**config.mk**
```make
export PLATFORM = sky130hd
export DESIGN_NAME = multi_cycle_cpu
export DESIGN_NICKNAME = d
export VERILOG_FILES = /design/src/rtl/multi_cycle_cpu.sv
export SDC_FILE = /design/constraint.sdc
export NUM_CORES = 2
export LEC_CHECK = 0
export CORE_MARGIN = 2
export CORE_UTILIZATION = 55
export DETAILED_ROUTE_END_ITERATION = 7
export PLACE_DENSITY = 0.69
export SYNTH_ARGS = -nofsm -noshare
export SYNTH_HDL_FRONTEND = slang
export SYNTH_SLANG_ARGS = --single-unit
```
**constraint.sdc**
```tcl
create_clock -name clk_i -period 4.15 [get_ports clk_i]
set_input_delay 0.6225 -clock clk_i [delete_from_list [all_inputs] [get_ports clk_i]]
set_output_delay 0.6225 -clock clk_i [all_outputs]
set_load 0.02 [all_outputs]
```
**src/rtl/multi_cycle_cpu.sv**
```systemverilog
// multi_cycle_cpu: five-state multi-cycle MIPS-subset CPU with a 32-entry register file.
// Define MULTI_CYCLE_CPU_BRANCH_EN to add beq/bne/j; otherwise those opcodes run as 3-cycle NOPs.
module multi_cycle_cpu #(
    parameter int DATA_W  = 32,
    parameter int IMEM_AW = 6,
    parameter int DMEM_AW = 6
) (
    input  logic               clk_i,
    input  logic               rst_i,
    output logic [IMEM_AW-1:0] imem_addr_o,
    input  logic [31:0]        imem_data_i,
    output logic [DMEM_AW-1:0] dmem_addr_o,
    output logic [DATA_W-1:0]  dmem_wdata_o,
    output logic               dmem_we_o,
    input  logic [DATA_W-1:0]  dmem_rdata_i,
    output logic [DATA_W-1:0]  alu_out_o,
    output logic               alu_of_o,
    output logic               alu_zf_o,
    output logic [2:0]         state_o,
    output logic               instr_done_o
);
    localparam int PW = IMEM_AW + 2;
    localparam logic [5:0] OP_R = 6'h00, OP_ADDI = 6'h08, OP_ANDI = 6'h0C, OP_ORI = 6'h0D;
    localparam logic [5:0] OP_LW = 6'h23, OP_SW = 6'h2B;

    typedef enum logic [2:0] {FETCH = 3'd0, DECODE = 3'd1, EXEC = 3'd2, MEM = 3'd3, WB = 3'd4} state_e;

    state_e            state_q;
    logic [PW-1:0]     pc_q, pc_exec;
    logic [31:0]       ir_q;
    logic [DATA_W-1:0] a_q, b_q, imm_q, alu_q;
    logic              of_q, zf_q, we_q, done_q;
    logic [DATA_W-1:0] rf_q [32];
    logic [DATA_W-1:0] alu_d, zimm;
    logic              of_d, alu_en;
    logic [5:0]        op, fn;
    logic [4:0]        wdst;

    // Instructions that finish in EXEC: unknown opcodes/functs and control transfers.
    function automatic logic short_op(input logic [5:0] o, input logic [5:0] f);
        return (o == OP_R) ? !(f inside {6'h00, 6'h20, 6'h22, 6'h24, 6'h25, 6'h26, 6'h27, 6'h2A})
                           : !(o inside {OP_ADDI, OP_ANDI, OP_ORI, OP_LW, OP_SW});
    endfunction

    always_comb begin
        op     = ir_q[31:26];
        fn     = ir_q[5:0];
        zimm   = DATA_W'(ir_q[15:0]);
        alu_d  = '0;
        of_d   = 1'b0;
        alu_en = !short_op(op, fn);
        wdst   = (op == OP_R) ? ir_q[15:11] : ir_q[20:16];
        if (op == OP_R) begin
            case (fn)
                6'h20: begin
                    alu_d = a_q + b_q;
                    of_d  = (a_q[DATA_W-1] == b_q[DATA_W-1]) && (alu_d[DATA_W-1] != a_q[DATA_W-1]);
                end
                6'h22: begin
                    alu_d = a_q - b_q;
                    of_d  = (a_q[DATA_W-1] != b_q[DATA_W-1]) && (alu_d[DATA_W-1] != a_q[DATA_W-1]);
                end
                6'h24:   alu_d = a_q & b_q;
                6'h25:   alu_d = a_q | b_q;
                6'h26:   alu_d = a_q ^ b_q;
                6'h27:   alu_d = ~(a_q | b_q);
                6'h2A:   alu_d = DATA_W'($signed(a_q) < $signed(b_q));
                6'h00:   alu_d = b_q << ir_q[10:6];
                default: alu_d = '0;
            endcase
        end else begin
            case (op)
                OP_ADDI: begin
                    alu_d = a_q + imm_q;
                    of_d  = (a_q[DATA_W-1] == imm_q[DATA_W-1]) && (alu_d[DATA_W-1] != a_q[DATA_W-1]);
                end
                OP_ANDI:      alu_d = a_q & zimm;
                OP_ORI:       alu_d = a_q | zimm;
                OP_LW, OP_SW: alu_d = a_q + imm_q;
                default:      alu_d = '0;
            endcase
        end
`ifdef MULTI_CYCLE_CPU_BRANCH_EN
        pc_exec = ((op == 6'h04 && a_q == b_q) || (op == 6'h05 && a_q != b_q)) ? pc_q + {imm_q[PW-3:0], 2'b00}
                : (op == 6'h02) ? {ir_q[PW-3:0], 2'b00} : pc_q;
`else
        pc_exec = pc_q;
`endif
    end

    always_ff @(posedge clk_i) begin
        if (rst_i) begin
            state_q <= FETCH;
            pc_q    <= '0;
            ir_q    <= '0;
            a_q     <= '0;
            b_q     <= '0;
            imm_q   <= '0;
            alu_q   <= '0;
            of_q    <= 1'b0;
            zf_q    <= 1'b0;
            we_q    <= 1'b0;
            done_q  <= 1'b0;
            for (int i = 0; i < 32; i++) rf_q[i] <= '0;
        end else begin
            we_q   <= 1'b0;
            done_q <= 1'b0;
            case (state_q)
                FETCH: begin
                    pc_q    <= pc_q + PW'(4);
                    state_q <= DECODE;
                end
                DECODE: begin
                    ir_q    <= imem_data_i;
                    a_q     <= rf_q[imem_data_i[25:21]];
                    b_q     <= rf_q[imem_data_i[20:16]];
                    imm_q   <= DATA_W'($signed(imem_data_i[15:0]));
                    done_q  <= short_op(imem_data_i[31:26], imem_data_i[5:0]);
                    state_q <= EXEC;
                end
                EXEC: begin
                    if (alu_en) begin
                        alu_q <= alu_d;
                        of_q  <= of_d;
                        zf_q  <= (alu_d == '0);
                    end
                    pc_q    <= pc_exec;
                    we_q    <= (op == OP_SW);
                    done_q  <= (op == OP_SW) || (alu_en && op != OP_LW);
                    state_q <= !alu_en ? FETCH : (op == OP_LW || op == OP_SW) ? MEM : WB;
                end
                MEM: begin
                    done_q  <= (op == OP_LW);
                    state_q <= (op == OP_LW) ? WB : FETCH;
                end
                WB: begin
                    // An overflowing add/sub/addi completes but leaves the register file untouched.
                    if (wdst != 5'd0 && (op == OP_LW || !of_q))
                        rf_q[wdst] <= (op == OP_LW) ? dmem_rdata_i : alu_q;
                    state_q <= FETCH;
                end
                default: state_q <= FETCH;
            endcase
        end
    end

    assign imem_addr_o  = pc_q[PW-1:2];
    assign dmem_addr_o  = alu_q[DMEM_AW+1:2];
    assign dmem_wdata_o = b_q;
    assign dmem_we_o    = we_q && !rst_i;
    assign alu_out_o    = alu_q;
    assign alu_of_o     = of_q;
    assign alu_zf_o     = zf_q;
    assign state_o      = state_q;
    assign instr_done_o = done_q;
endmodule

```
==> After elaboration in Yosys (flattened, before gate mapping) <==
Memory sizes are Yosys's and may differ from the RTL's. A register that Yosys moved wholly into a read port is not among the register bits.
Cells that the tools add are included.
{ "totals": {"register_bits": 95, "ramBits": 1024, "inputBits": 66, "out_inout_bits": 83, "elab_cells": 114, "n_memories": 1} }
{ "memory_table": {"columns": ["memory", "words", "word_bits", "rd", "rd_ports_with_merged_regs", "wr", "line", "rtl"], "rows": [
  ["rf_q", 32, 32, 2, 2, 32, "33", "logic [DATA_W-1:0] rf_q [32];"]
]} }
{ "op_classes": {"n_addsub": 4, "order_cmp": 1, "n_eq_ne": 35, "shifts": 1, "n_mux": 24, "bitwise": 8, "n_reduce_logical": 31} }
{ "ops": {"columns": ["cell", "count"], "rows": [
  ["one-hot mux 32 bit (8 select lines)", 1],
  ["== test 6 bit (second input constant)", 18],
  ["two-way mux 32 bit", 3],
  ["one-hot mux 32 bit (3 select lines)", 1],
  ["adder 32 bit", 2],
  ["== test 6 x 4 -> 1 bit (second input constant)", 6],
  ["bitwise AND 32 x 16 -> 32 bit", 1],
  ["bitwise AND 32 bit", 1],
  ["zero test 32 bit", 1],
  ["less-than comparator 32 bit", 1],
  ["inverter 32 bit", 1],
  ["bitwise OR 32 x 16 -> 32 bit", 1],
  ["bitwise OR 32 bit", 1],
  ["OR reduction 32 bit", 1],
  ["<< shifter 32 x 5 -> 32 bit", 1],
  ["subtractor 32 bit", 1],
  ["XOR 32 bit", 1],
  ["zero test 6 bit", 4],
  ["nonzero test 8 bit", 2],
  ["nonzero test 5 bit", 3],
  ["one-hot mux 3 bit (4 select lines)", 1],
  ["two-way mux 1 bit", 11],
  ["two-way mux 5 bit", 2],
  ["two-way mux 3 bit", 3],
  ["17 further kinds", 36]
]} }

==> Logic depth before layout (Yosys ltp) <==
{ "depth": {"word_depth": 10, "ltp_mapped": 17, "mapped_depth_nobuf": 15} }

==> Worst setup path after synthesis <==
No wires, ideal clock.
{ "synth_path": {"kind": "register -> register", "startpoint": "register b_q[18], in the netlist dmem_wdata_o[18] (read register of rf_q)", "endpoint": "register zf_q, in the netlist alu_zf_o", "setup_ns": 0.060, "arrival_time_ns": 3.793, "slack_ns": 0.297, "stages_incl_launch_ff": 16, "period_less_slack_ns": 3.853, "cell_sequence": "dfxtp_1 inv_1 ha_1 buf_6 or2_4 or4_4 nor3b_1 o311ai_1 nand3_2 o22a_1 o211ai_1 a211o_1 or4_1 nor4_1 and4_1 a31o_1"} }
{ "synth_between": {"elab_chain_cells": 5, "word_cells_on_any_way": 11, "cone_classes": "add/sub (2); order compare (1); shift (1); mux (2); bitwise (4); reduce/logical (1)"} }
{ "synth_lines": {"columns": ["item", "line", "rtl"], "rows": [
  ["start: declaration", "31", "logic [DATA_W-1:0] a_q, b_q, imm_q, alu_q;"],
  ["parallel branches: the longest is 2 deep, another holds subtractor 32 bit", null, null],
  ["one-hot mux 32 bit (8 select lines) *", "54", "case (fn)"],
  ["two-way mux 32 bit *", "53", "if (op == OP_R) begin"],
  ["zero test 32 bit *", "125", "zf_q <= (alu_d == '0);"],
  ["end signal: assignment", "125", null],
  ["end: declaration", "32", "logic of_q, zf_q, we_q, done_q;"]
]} }
Mark *: on every way between the ends.
A chain may end at the register's enable or synchronous reset.

==> Final worst setup path <==
{ "layout_path": {"startpoint": "register ir_q[28]", "endpoint": "register zf_q, in the netlist alu_zf_o"} }
{ "layout_between": {"elab_chain_cells": 6, "word_cells_on_any_way": 15, "cone_classes": "eq/ne (5); mux (3); bitwise (1); reduce/logical (6)"} }
{ "layout_lines": {"columns": ["item", "line", "rtl"], "rows": [
  ["start: declaration", "30", "logic [31:0] ir_q;"],
  ["start signal: assignment", "114", "ir_q <= imem_data_i;"],
  ["parallel branches: the longest is 6 deep, another holds one-hot mux 32 bit (3 select lines)", null, null]
]} }
Parallel ways; which one is timed is not known.

==> flow_metrics.py <==
metrics = {
    "floorplan": {
        "die_x_um": 354.2,
        "die_y_um": 354.2,
        "start_util": 0.5541,
        "core_um2": 121700,
        "ioPinCount": 149,
        "rows": 128,
        "die_area_um2": 125400,
    },
    "detailed_routing": {
        "drt_pass1_iterations": 7,
        "drt.antenna.violating_nets": 0,
        "routed_via_density": 7.143,
        "routedWlPerCell_um": 38.79,
        "drc": 0,
        "vias": 53786,
        "first_iter_violations": 9059,
        "finalWirelength_um": 292100,
    },
    "worst_setup_path": {
        "end_kind": "register",
        "critPathLaunchType": "register",
        "cp_max_fo": 9,
        "critPathRequiredTime_ns": 4.83,
        "crit_arrival_ns": 4.83,
        "crit_type": "reg -> reg",
    },
    "pwr": {
        "power.leakage_nw": 27.83,
        "max-vdd-ir-drop_uv": 404.3,
        "clkPwrFrac": 0.343,
        "switchingPower_mw": 10.11,
        "p_int_mw": 22.66,
        "power_density_nw_per_um2": 409.9,
        "p_sw_frac": 0.3086,
        "pwr-share-seq": 0.411,
        "power_frac_comb": 0.246,
    },
    "synthesis": {
        "yosysUniqueCellTypes": 103,
        "syn_area_um2": 67440,
        "synth.avg_cell_area_um2": 12.69,
        "netlist_instances": 5313,
        "async_flop_share": 0,
        "ys_seq_elements": 1160,
        "synth-edff-count": 1024,
        "yosysSeqAreaShare": 0.4963,
        "synth_flop_cell": "edfxtp_1",
        "yosysWarnings": 0,
    },
    "timing": {
        "finalHoldViolCount": 0,
        "slew_headroom": 0.2321,
        "fmax_mhz": 240.9,
        "drv_slew": 0,
        "fin_hold_ws_ns": 0.2402,
        "period_minus_slack_ns": 4.151,
        "worst_slack_ns": -0.0005520,
        "tightest_slew_ns": 1.128,
        "finalCritPeriodShare": 1.000,
        "clock_skew_ns": 0.05484,
        "setup_viol": 1,
        "rsz0062_at_grt": "yes",
    },
    "global_routing": {
        "antenna_found_initial": 10,
        "grt_util_all_layers": 0.4648,
        "grt_pass1_wl_um": 404100,
        "grt_overflow": 0,
        "grt_pass1_vias": 53100,
        "grt_max_degree": 96,
    },
    "clocking": {
        "clock_path_buffers": 3,
        "cts_tree": "built",
        "path_clk_slew_ns": 0.07,
        "clock_sinks": 1160,
        "cts-root-buf": "clkbuf_16",
        "hold_buffers": 0,
        "cts_buffers": 120,
        "clk_latency_ns": 0.80,
        "ctsHtreeMaxLevel": 3,
    },
    "cells_and_area": {
        "fin_cells": 7530,
        "syn2layout_area_growth_pct": 18.54,
        "nets": 6027,
        "drive_above_1_share": 0.2926,
    },
    "flow_run": {
        "cap_violations": 0,
    },
    "status": {
        "violations": "negative setup slack",
        "status": "complete, but fails checks",
    },
    "min_path": {
        "hold_class": "in -> reg",
    },
    "placement": {
        "io_buffers": 148,
        "post-dp-hpwl_um": 197000,
        "dp_cells": 7295,
        "gp_congestion": 1.063,
    },
}
path summary, 6_finish.rpt:
kind / endpoint / from / cells after the start / slack (ns)
setup / recovery: alu_zf_o / ir_q[28] / 13 / -0.0006
hold / removal: alu_out_o[23] / rst_i / 2 / 0.24
setup reg to reg: alu_zf_o / ir_q[28] / 13 / -0.0006
hold reg to reg: ir_q[17] / ir_q[17] / 2 / 0.46
Yosys cell counts (9+ instances only):
cell	instances	share of area
edfxtp_1	1024	0.46
nand2_1	262	0.015
mux4_2	667	0.22
o31ai_1	10	0.0011
a21o_1	24	0.0027
mux2i_1	163	0.024
nor3_1	68	0.0050
o221ai_1	11	0.0014
buf_1	65	0.0036
a221o_1	9	0.0013
a22oi_1	12	0.0013
o21ai_0	89	0.0066
nand3_1	43	0.0032
or3_1	14	0.0013
xor2_1	23	0.0030
nor2_1	1228	0.068
a2111oi_0	11	0.0014
nor4_1	10	0.00093
mux2_2	13	0.0022
o21bai_1	14	0.0016
a21oi_1	179	0.013
dfxtp_1	136	0.040
a221oi_1	23	0.0030
o22ai_1	11	0.0010
buf_2	36	0.0027
xnor2_1	64	0.0083
ha_1	161	0.030
nand2b_1	13	0.0012
nor2b_1	18	0.0017
inv_1	126	0.0070
a31oi_1	22	0.0020
o21a_1	10	0.0011
a311oi_1	13	0.0017
a211oi_1	105	0.012
and3_1	13	0.0012
clkbuf_1	389	0.022
o211ai_1	37	0.0041
nand4_1	22	0.0020
cell families after synthesis:
kind of cell,share of synthesized area
AOI/OAI and AO/OA,0.06926
xor gates and xnor gates,0.01130
muxes,0.2491
and+or+nand+nor,0.1064
buffers and inverters,0.03686
adders and majority gates,0.03076
other,0.00005560
DFF,0.4963
flip-flops by register name, summed over array words and instances (netlist names), 3 cells and up:
| signal | cells |
|---|---|
| dmem_wdata_o | 32 |
| alu_out_o | 32 |
| a_q | 32 |
| rf_q | 1024 |
| state_o | 3 |
| ir_q | 27 |
| pc_exec | 6 |
power groups by stage:
| stage | sequential (mW) | clock (mW) | combinational (mW) |
|---|---|---|---|
| 2_1_floorplan | 13.7 | 0 | 3.92 |
| 3_3_place_gp | 13.6 | 0 | 7.70 |
| 3_5_place_dp | 13.7 | 0 | 7.67 |
| 4_1_cts | 13.5 | 11.2 | 7.75 |
| 5_1_grt | 13.5 | 11.7 | 8.30 |
| 6_report | 13.5 | 11.2 | 8.07 |
layout by cell type, fill, tap and decap left out, drive strengths merged, types with 92 or more instances in the layout:
cell type and count:
o21ai 92, inv 129, nor2 1228, mux4 667
dfxtp 136, buf 696, mux2i 163, clkdlybuf4s50 137
a211oi 106, nand2 263, a21oi 180, ha 161
clkbuf 144, edfxtp 1024
what timing repair did:
item	4_1_cts	5_1_grt
endpoints found under the setup margin	5	5
hold endpoints to repair	0	0
gates resized for setup	24	48
pin swaps	4	9
buffers inserted	2	3
through the flow:
stage / worst slack, ns / util / cell area [um2] / total power, mW / setup TNS [ns]
finish: -0.0005520 / 0.6568 / 79950 / 32.77 / -0.0005520
global route: -0.1090 / 0.6568 / 79940 / 33.46 / -0.1305
CTS: 0.002854 / 0.6549 / 79720 / 32.43 / 0
detailed placement: -0.5791 / 0.6208 / 75560 / 21.36 / -1.278
global placement: -0.5250 / 0.6208 / 75560 / 21.34 / -0.8863
floorplan: 0.2971 / - / 67560 / 17.66 / 0
critical path: stages, from the launching register on:
cell and delay, ns:
dfxtp_1 0.36, nor2_1 0.33, nand2_1 0.40, or3_1 0.54
buf_4 0.24, nor2_1 0.70, o21ai_0 0.24, nand4b_1 0.27
and4b_1 0.23, nand4_1 0.10, buf_4 0.17, nor4_4 0.05
and4_1 0.19, a31o_1 0.20
routing by layer:
| metal | track usage | share of wire | vias to the layer above |
|---|---|---|---|
| met5 | 0 | 0.00017 | - |
| met4 | 0.3561 | 0.096 | 8 |
| met3 | 0.1250 | 0.13 | 1286 |
| met2 | 0.7154 | 0.45 | 4730 |
| met1 | 0.5623 | 0.32 | 26539 |
| li1 | - | - | 21223 |
layout make-up:
cell class	instances	area (um2)
Tap cell	1625	2033
Multi-Input combinational cell	3550	32470
Fill cell	8987	41770
Clock inverter	84	919.6
Timing Repair Buffer	834	7442
Clock buffer	143	3099
Sequential cell	1160	33480
Inverter	131	495.5
Antenna cell	3	7.507
No activity file was read; power rests on OpenSTA's default activity.
